### src/rtl/pad_ctrl_pkg.sv
// pad_ctrl_pkg: shared state enum, word/count widths and pad word constant for pad_ctrl
package pad_ctrl_pkg;
  localparam int WORD_W = 64;
  localparam int CNT_W = 58;
  localparam logic [WORD_W-1:0] PAD_WORD = {1'b1, {(WORD_W-1){1'b0}}};
  typedef enum logic [1:0] {MSG, PAD, ZERO, LEN} state_t;
endpackage

### src/rtl/pad_word_cnt.sv
// pad_word_cnt: block word index and message word count with increment/clear controls
module pad_word_cnt
  import pad_ctrl_pkg::*;
#(
  parameter int BLK_WORDS = 16
) (
  input  logic                         clk,
  input  logic                         rst,
  input  logic                         inc_idx,
  input  logic                         inc_cnt,
  input  logic                         clr,
  output logic [$clog2(BLK_WORDS)-1:0] idx,
  output logic [CNT_W-1:0]             cnt
);
  always_ff @(posedge clk or posedge rst)
    if (rst) begin
      idx <= '0;
      cnt <= '0;
    end else if (clr) begin
      idx <= '0;
      cnt <= '0;
    end else begin
      if (inc_idx) idx <= idx + 1'b1;
      if (inc_cnt) cnt <= cnt + 1'b1;
    end
endmodule

### src/rtl/pad_ctrl.sv
// pad_ctrl: message padding controller driving an external word mux (pad, zeros, length word).
// Define PAD_CTRL_BLK_END_EN to add the blk_end output flagging the last word of each block.
module pad_ctrl
  import pad_ctrl_pkg::*;
#(
  parameter int BLK_WORDS = 16
) (
  input  logic              clk,
  input  logic              rst,
  input  logic              in_valid,
  input  logic              in_last,
  output logic              in_ready,
  input  logic              out_ready,
  output logic              out_valid,
  output logic              pad_pkt,
  output logic              zero_pkt,
  output logic              mgln_pkt,
  output logic [WORD_W-1:0] msg_len
`ifdef PAD_CTRL_BLK_END_EN
  ,
  output logic              blk_end
`endif
);
  localparam int IW = $clog2(BLK_WORDS);
  state_t state, nxt;
  logic [IW-1:0] idx;
  logic [CNT_W-1:0] cnt;
  logic xfer, pre_last;
  assign xfer = out_valid && out_ready;
  // next index lands on the last block slot, so the length word goes there
  assign pre_last = idx == IW'(BLK_WORDS - 2);
  assign in_ready = !rst && state == MSG && out_ready;
  assign out_valid = !rst && (state == MSG ? in_valid : 1'b1);
  assign pad_pkt = state == PAD;
  assign zero_pkt = state == ZERO;
  assign mgln_pkt = state == LEN;
  assign msg_len = {cnt, 6'b0};
`ifdef PAD_CTRL_BLK_END_EN
  assign blk_end = out_valid && idx == IW'(BLK_WORDS - 1);
`endif
  pad_word_cnt #(.BLK_WORDS(BLK_WORDS)) u_cnt (
    .clk(clk),
    .rst(rst),
    .inc_idx(xfer && state != LEN),
    .inc_cnt(xfer && state == MSG),
    .clr(xfer && state == LEN),
    .idx(idx),
    .cnt(cnt)
  );
  always_ff @(posedge clk or posedge rst)
    if (rst) state <= MSG;
    else state <= nxt;
  always_comb begin
    nxt = state;
    if (xfer)
      case (state)
        MSG:     nxt = in_last ? PAD : MSG;
        PAD:     nxt = pre_last ? LEN : ZERO;
        ZERO:    nxt = pre_last ? LEN : ZERO;
        default: nxt = MSG;
      endcase
  end
endmodule
### config.mk
export PLATFORM = sky130hd
export DESIGN_NAME = pad_ctrl
export DESIGN_NICKNAME = d
export VERILOG_FILES = /design/src/rtl/pad_ctrl_pkg.sv /design/src/rtl/pad_word_cnt.sv /design/src/rtl/pad_ctrl.sv
export SDC_FILE = /design/constraint.sdc
export NUM_CORES = 1
export LEC_CHECK = 0
export ABC_AREA = 1
export BUFFER_PORTS_ARGS = -buffer_cell sky130_fd_sc_hd__buf_2
export CORE_ASPECT_RATIO = 0.7
export CORE_MARGIN = 3
export CORE_UTILIZATION = 45
export CTS_BUF_LIST = sky130_fd_sc_hd__clkbuf_16
export DETAILED_ROUTE_END_ITERATION = 8
export PLACE_DENSITY = 0.66
export RECOVER_POWER = 100
export SETUP_SLACK_MARGIN = 0.02
export SLEW_MARGIN = 20
export SYNTH_ARGS = -nofsm -noshare
export SYNTH_HDL_FRONTEND = slang
export SYNTH_SLANG_ARGS = --single-unit
### constraint.sdc
create_clock -name clk -period 2.2 [get_ports clk]
set_clock_uncertainty 0.15 [all_clocks]
set_input_delay 0.11 -clock clk [delete_from_list [all_inputs] [get_ports clk]]
set_output_delay 0.11 -clock clk [all_outputs]
set_load 0.02 [all_outputs]
# [Yosys cells after proc, flatten, opt, wreduce, memory -nomap -nowiden]
# Cells that the tools add are included.
[totals] ff_bits=64 inputBits=5 output_inout_bits=69 word_cells=30
[classes] addsub=2 n_eq_ne=5 n_mux=8 n_reduce_logical=12
[ops] op="$mux W58" count=2
[ops] op="$add A58 B1 Y58 const B" count=1
[ops] op="$mux W4" count=2
[ops] op="$logic_and A1 B1 Y1" count=7
[ops] op="$add A4 B1 Y4 const B" count=1
[ops] op="$eq A2 B2 Y1 const B" count=2
[ops] op="$eq A4 B4 Y1 const B" count=1
[ops] op="$pmux W2 S2" count=1
[ops] op="$reduce_bool A2 Y1" count=2
[ops] op="$mux W1" count=3
[ops] op="$eq A2 B1 Y1 const B" count=1
[ops] op="$logic_not A2 Y1" count=1
[ops] op="$ne A2 B2 Y1 const B" count=1
[ops] op="$reduce_or A2 Y1" count=1
[ops] op="$logic_not A1 Y1" count=1

# [Logic depth before layout (Yosys ltp)]
[depth] ltp_word=7 ltp_mapped=12 mapped_depth_nobuf=12

# [Hierarchy]
# Synthesis repeated with hierarchy kept, for this count alone.
[hier_totals] cells_unflattened=680 area_unflattened_um2=4390.5
[modules_own_cells] mod="pad_word_cnt" n_inst=1 cells_each=640 area_per_inst_um2=4129.0 seq_area_each_um2=1551.5
[modules_own_cells] mod="pad_ctrl" n_inst=1 cells_each=40 area_per_inst_um2=261.5 seq_area_each_um2=50.0

# [Least setup slack after synthesis]
# OpenSTA, ideal clock, no wires.
[synth_timing] path_kind="register to register" startpoint="register state[0]" endpoint="register u_cnt.cnt[49]" setup_ps=120 arrival_time_ps=1651 required_time_ps=1930 slack_ps=279 path_stages_with_launch=12 n_path_buf=1 synth_period_minus_slack_ps=1921 cell_sequence="dfrtp_1 ha_1 inv_2 nand2_2 nand3_2 nor2_4 buf_6 nand2_1 nor2_4 nand4_1 nand2_1 nor2_1"
[synth_between] word_cells_on_any_way=9 cone_classes="1 x eq/ne; 2 x mux; 6 x reduce/logical"
[synth_rtl] element="start: declaration" line_no="pad_ctrl.sv:25" text="state_t state, nxt;"
[synth_rtl] element="start signal: assignment" line_no="pad_ctrl.sv:52" text="else state <= nxt;"
[synth_rtl] element="$eq A2 B2 Y1 (*)"
[synth_rtl] element="via mgln_pkt" line_no="pad_ctrl.sv:17" text="output logic mgln_pkt,"
[synth_rtl] element="$logic_and A1 B1 Y1 (*)" line_no="pad_ctrl.sv:46" text=".clr(xfer && state == LEN),"
[synth_rtl] element="$mux W58 / $reduce_bool A2 Y1 (equally long branches)"
[synth_rtl] element="end signal: assignment" line_no="pad_word_cnt.sv:24" text="if (inc_cnt) cnt <= cnt + 1'b1;"
[synth_rtl] element="end: declaration" line_no="pad_word_cnt.sv:13" text="output logic [CNT_W-1:0] cnt"
# Mark *: on every way through the listed nets, which the timed path passes. The rest lies on a longest branch.
# A chain may end at the register's enable or synchronous reset.

# [Worst setup path after layout]
[layout_timing] startpoint="register state[0]" endpoint="register u_cnt.cnt[23]"
[layout_between] elab_chain_len=6 word_cells_on_any_way=9 cone_classes="1 x eq/ne; 2 x mux; 6 x reduce/logical"
[layout_rtl] element="$logic_not A2 Y1" line_no="pad_ctrl.sv:33, pad_ctrl.sv:45"
[layout_rtl] element="$mux W1" line_no="pad_ctrl.sv:33" text="assign out_valid = !rst && (state == MSG ? in_valid : 1'b1);"
[layout_rtl] element="$logic_and A1 B1 Y1" line_no="pad_ctrl.sv:33"
[layout_rtl] element="$logic_and A1 B1 Y1" line_no="pad_ctrl.sv:29" text="assign xfer = out_valid && out_ready;"
[layout_rtl] element="$logic_and A1 B1 Y1, on equally long branches" line_no="pad_ctrl.sv:46, pad_ctrl.sv:45"
[layout_rtl] element="$mux W58 / $reduce_bool A2 Y1 (equally long branches)"
# Several ways; a longest one is shown, not always the timed one.

==> load_flow_metrics.sql <==
INSERT INTO impl_metrics (metric_group, metric, value, unit) VALUES
('timing', 'grt_setup_unrepaired', 'false', ''),
('layout', 'syn2layout_area_growth', '21.05', '%'),
('logic_synthesis', 'synth_most_common_cell', 'sky130_fd_sc_hd__nand2_1', ''),
('pwr', 'p_per_area', '957.2', 'nW/um^2'),
('clock_tree', 'clk-insertion-delay-late', '330', 'ps'),
('logic_synthesis', 'synth-edff-count', '0', ''),
('logic_synthesis', 'netlist.top_cell.by_area', 'sky130_fd_sc_hd__dfrtp_1', ''),
('layout', 'fin_area', '5080', 'sq um'),
('logic_synthesis', 'post_synthesis_sequential_element_count', '64', ''),
('logic_synthesis', 'yosys-top-cells-area', 'sky130_fd_sc_hd__dfrtp_1, sky130_fd_sc_hd__nand2_1, sky130_fd_sc_hd__nor2_1', ''),
('layout', 'final_layout_size_suffix_gt1_frac', '0.09958', ''),
('timing', 'timing.final.setup_violations', '0', ''),
('flow_run', 'timing.max_cap.violations', '0', ''),
('drt', 'antenna_left', '0', ''),
('placement', 'place_area', '4725', 'sq um'),
('logic_synthesis', 'yosys_warnings', '0', ''),
('worst_setup_path', 'rrSetupSlack', '140', 'ps'),
('global_routing', 'grt_antenna_before_repair', '0', ''),
('timing', 'fmax', '485.9', 'MHz'),
('clock_tree', 'numCtsBuffers', '9', ''),
('logic_synthesis', 'netlist-cell-type-count', '36', ''),
('timing', 'min_period', '2058', 'ps'),
('logic_synthesis', 'synth_common_cells', 'sky130_fd_sc_hd__nand2_1, sky130_fd_sc_hd__nor2_1, sky130_fd_sc_hd__inv_1', ''),
('outcome', 'run_status', 'completed', ''),
('worst_setup_path', 'worstSetupStartpointType', 'flop', ''),
('pwr', 'report.power.total', '0.004863', 'W'),
('worst_setup_path', 'path_class', 'flop to flop', ''),
('worst_setup_path', 'cp-end-kind', 'flop', ''),
('logic_synthesis', 'yosys-mux-area-fraction', '0', ''),
('global_routing', 'grt.total_usage', '0.2611', ''),
('clock_tree', 'cts.root.buffer_cell', 'sky130_fd_sc_hd__clkbuf_16', ''),
('drt', 'drt-wirelength-per-cell', '15.94', 'microns'),
('logic_synthesis', 'synth_area_per_cell', '6.813', 'sq um'),
('layout', 'diodes', '0', ''),
('floorplanning', 'initial_core_util', '0.4791', ''),
('drt', 'drtIter0Drc', '484', ''),
('logic_synthesis', 'synthAdderAreaFrac', '0.02385', ''),
('pwr', 'p_leak', '2.300', 'nW'),
('floorplanning', 'die_h', '86.80', 'microns'),
('worst_setup_path', 'timing.critical_path.arrival', '2150', 'ps'),
('floorplanning', 'die_area', '10540', 'sq um'),
('logic_synthesis', 'post_synth_xor_area_fraction', '0', ''),
('logic_synthesis', 'dominantRegCellSynth', 'sky130_fd_sc_hd__dfrtp_1', ''),
('timing', 'final.period_utilization', '0.9354', ''),
('logic_synthesis', 'cell_area_after_synthesis', '4197', 'sq um'),
('logic_synthesis', 'fraction_of_the_yosys_area_taken_by_sequential_cells', '0.3816', ''),
('placement', 'gpl.final_weighted_congestion', '0.9767', ''),
('logic_synthesis', 'netlist_instances', '616', ''),
('pwr', 'irDropWorstVdd', '0.5222', 'mV'),
('clock_tree', 'tritoncts_clock_tree', 'built', ''),
('logic_synthesis', 'synth-compound-area-share', '0.09273', ''),
('clock_tree', 'clock_sink_count', '64', ''),
('timing', 'worst_margin_pin_slew', '949.8', 'ps'),
('drt', 'vias', '4383', ''),
('floorplanning', 'num_rows', '28', ''),
('logic_synthesis', 'synth_top_family_by_area', 'simple AND/OR/NAND/NOR gates', ''),
('global_routing', 'grt_overflow_total', '0', ''),
('drt', 'overall_routed_net_length', '13280', 'microns'),
('worst_setup_path', 'reg2regPathDepth', '10', ''),
('floorplanning', 'core-area', '8758', 'sq um'),
('global_routing', 'grt_max_degree', '43', ''),
('worst_hold_path', 'hold_depth', '4', ''),
('clock_tree', 'clock_tree.htree_level_count', '3', ''),
('clock_tree', 'clk_path_buf_depth', '2', ''),
('logic_synthesis', 'netlist.area_leader.share', '0.3816', ''),
('timing', 'hold_viol', '0', ''),
('worst_setup_path', 'worst_ep_required_time', '2290', 'ps'),
('logic_synthesis', 'synth_async_sr_flop_share', '1.000', ''),
('timing', 'worst_slew_margin_rel', '0.3661', ''),
('timing', 'timing_max_transition_violations_final', '0', ''),
('layout', 'final_core_utilization', '0.5800', '');
-- metal layers --
metal | up-vias | part of all wire | GRT usage
li1 | 2138 | - | -
met3 | 12 | 0.11 | 0.06654
met1 | 2017 | 0.48 | 0.4012
met4 | 0 | 0.0091 | 0.05188
met2 | 216 | 0.40 | 0.3704
met5 | - | 0 | 0
-- kinds of logic (layout without fill, tap and decap cells) --
logic type                 Yosys count  in the layout
DFF                                 64             64
buffers and inverters               92            184
and+or+nand+nor                    378            378
other                                1              6
AOI/OAI and AO/OA                   73             73
adders and majority gates            8              8
-- where the power goes --
part / internal (W) / leakage (nW) / switching, W
clock network: 0.000973 / 0.161 / 0.000511
registers: 0.00147 / 0.847 / 0.000386
logic: 0.000493 / 1.29 / 0.00103
-- placed cells by master, fill, tap and decap left out, types with 2 or more instances in the layout --
cell type / n
sky130_fd_sc_hd__a21oi_1: 35
sky130_fd_sc_hd__and3_1: 2
sky130_fd_sc_hd__buf_12: 3
sky130_fd_sc_hd__buf_2: 3
sky130_fd_sc_hd__buf_4: 15
sky130_fd_sc_hd__bufinv_16: 2
sky130_fd_sc_hd__clkbuf_1: 64
sky130_fd_sc_hd__clkbuf_16: 9
sky130_fd_sc_hd__conb_1: 6
sky130_fd_sc_hd__dfrtp_1: 64
sky130_fd_sc_hd__ha_1: 7
sky130_fd_sc_hd__inv_1: 76
sky130_fd_sc_hd__inv_2: 5
sky130_fd_sc_hd__nand2_1: 144
sky130_fd_sc_hd__nand2_2: 5
sky130_fd_sc_hd__nand3_1: 39
sky130_fd_sc_hd__nand3_2: 5
sky130_fd_sc_hd__nand3_4: 2
sky130_fd_sc_hd__nand3b_1: 2
sky130_fd_sc_hd__nand4_1: 13
sky130_fd_sc_hd__nor2_1: 130
sky130_fd_sc_hd__nor2_2: 4
sky130_fd_sc_hd__nor2_4: 9
sky130_fd_sc_hd__nor3_1: 12
sky130_fd_sc_hd__nor3b_1: 6
sky130_fd_sc_hd__o21a_1: 3
sky130_fd_sc_hd__o21ai_0: 28
-- worst max-delay path, stage by stage (launching register included) --
cell	delay (ps)
sky130_fd_sc_hd__dfrtp_1	420
sky130_fd_sc_hd__inv_2	100
sky130_fd_sc_hd__ha_4	150
sky130_fd_sc_hd__nand2_1	120
sky130_fd_sc_hd__nand2_2	140
sky130_fd_sc_hd__buf_4	160
sky130_fd_sc_hd__nor2_1	60
sky130_fd_sc_hd__inv_1	100
sky130_fd_sc_hd__buf_12	230
sky130_fd_sc_hd__o21ai_0	140
sky130_fd_sc_hd__a21oi_2	190
-- stage by stage --
| stage | instances | TNS (ps) | worst slack [ps] |
|---|---|---|---|
| after global placement | 807 | -15.79 | -15.79 |
| final | 833 | 0 | 142.1 |
| after detailed placement | 807 | -679.5 | -122.0 |
| after CTS | 826 | 0 | 16.25 |
| after global routing | 833 | 0 | 15.46 |
| after floorplan | 621 | 0 | 279.4 |
-- path summary, 6_finish.rpt --
path,from,end
setup / recovery,state[0],u_cnt.cnt[23]
hold / removal,in_last,state[0]
setup reg to reg,state[0],u_cnt.cnt[23]
hold reg to reg,u_cnt.idx[3],u_cnt.idx[3]
max in group asynchronous,rst,u_cnt.cnt[22]
min in group asynchronous,rst,u_cnt.cnt[2]
-- timing repair --
item,in CTS,in global routing
cloned,0,0
pin swaps,2,2
setup endpoints to repair,17,32
buffers inserted,2,7
endpoints found under the hold margin,22,0
hold buffers,1,0
resized for setup,4,12
-- final cells by class --
cell class | count | area [sq um] | area share
well taps | 120 | 150.1 | 0.02956
repair buffers | 90 | 476.7 | 0.09384
flip-flops and latches | 64 | 1602 | 0.3153
multi-input cells | 465 | 2253 | 0.4436
clock inverters | 7 | 80.08 | 0.01576
inverters | 78 | 292.8 | 0.05764
clock buffers | 9 | 225.2 | 0.04433
-- sequential cells by signal (all words and copies together), names as in the netlist --
name,flops
u_cnt.cnt,58
state,2
u_cnt.idx,4
Note: power is estimated with default switching activity, not from simulation.
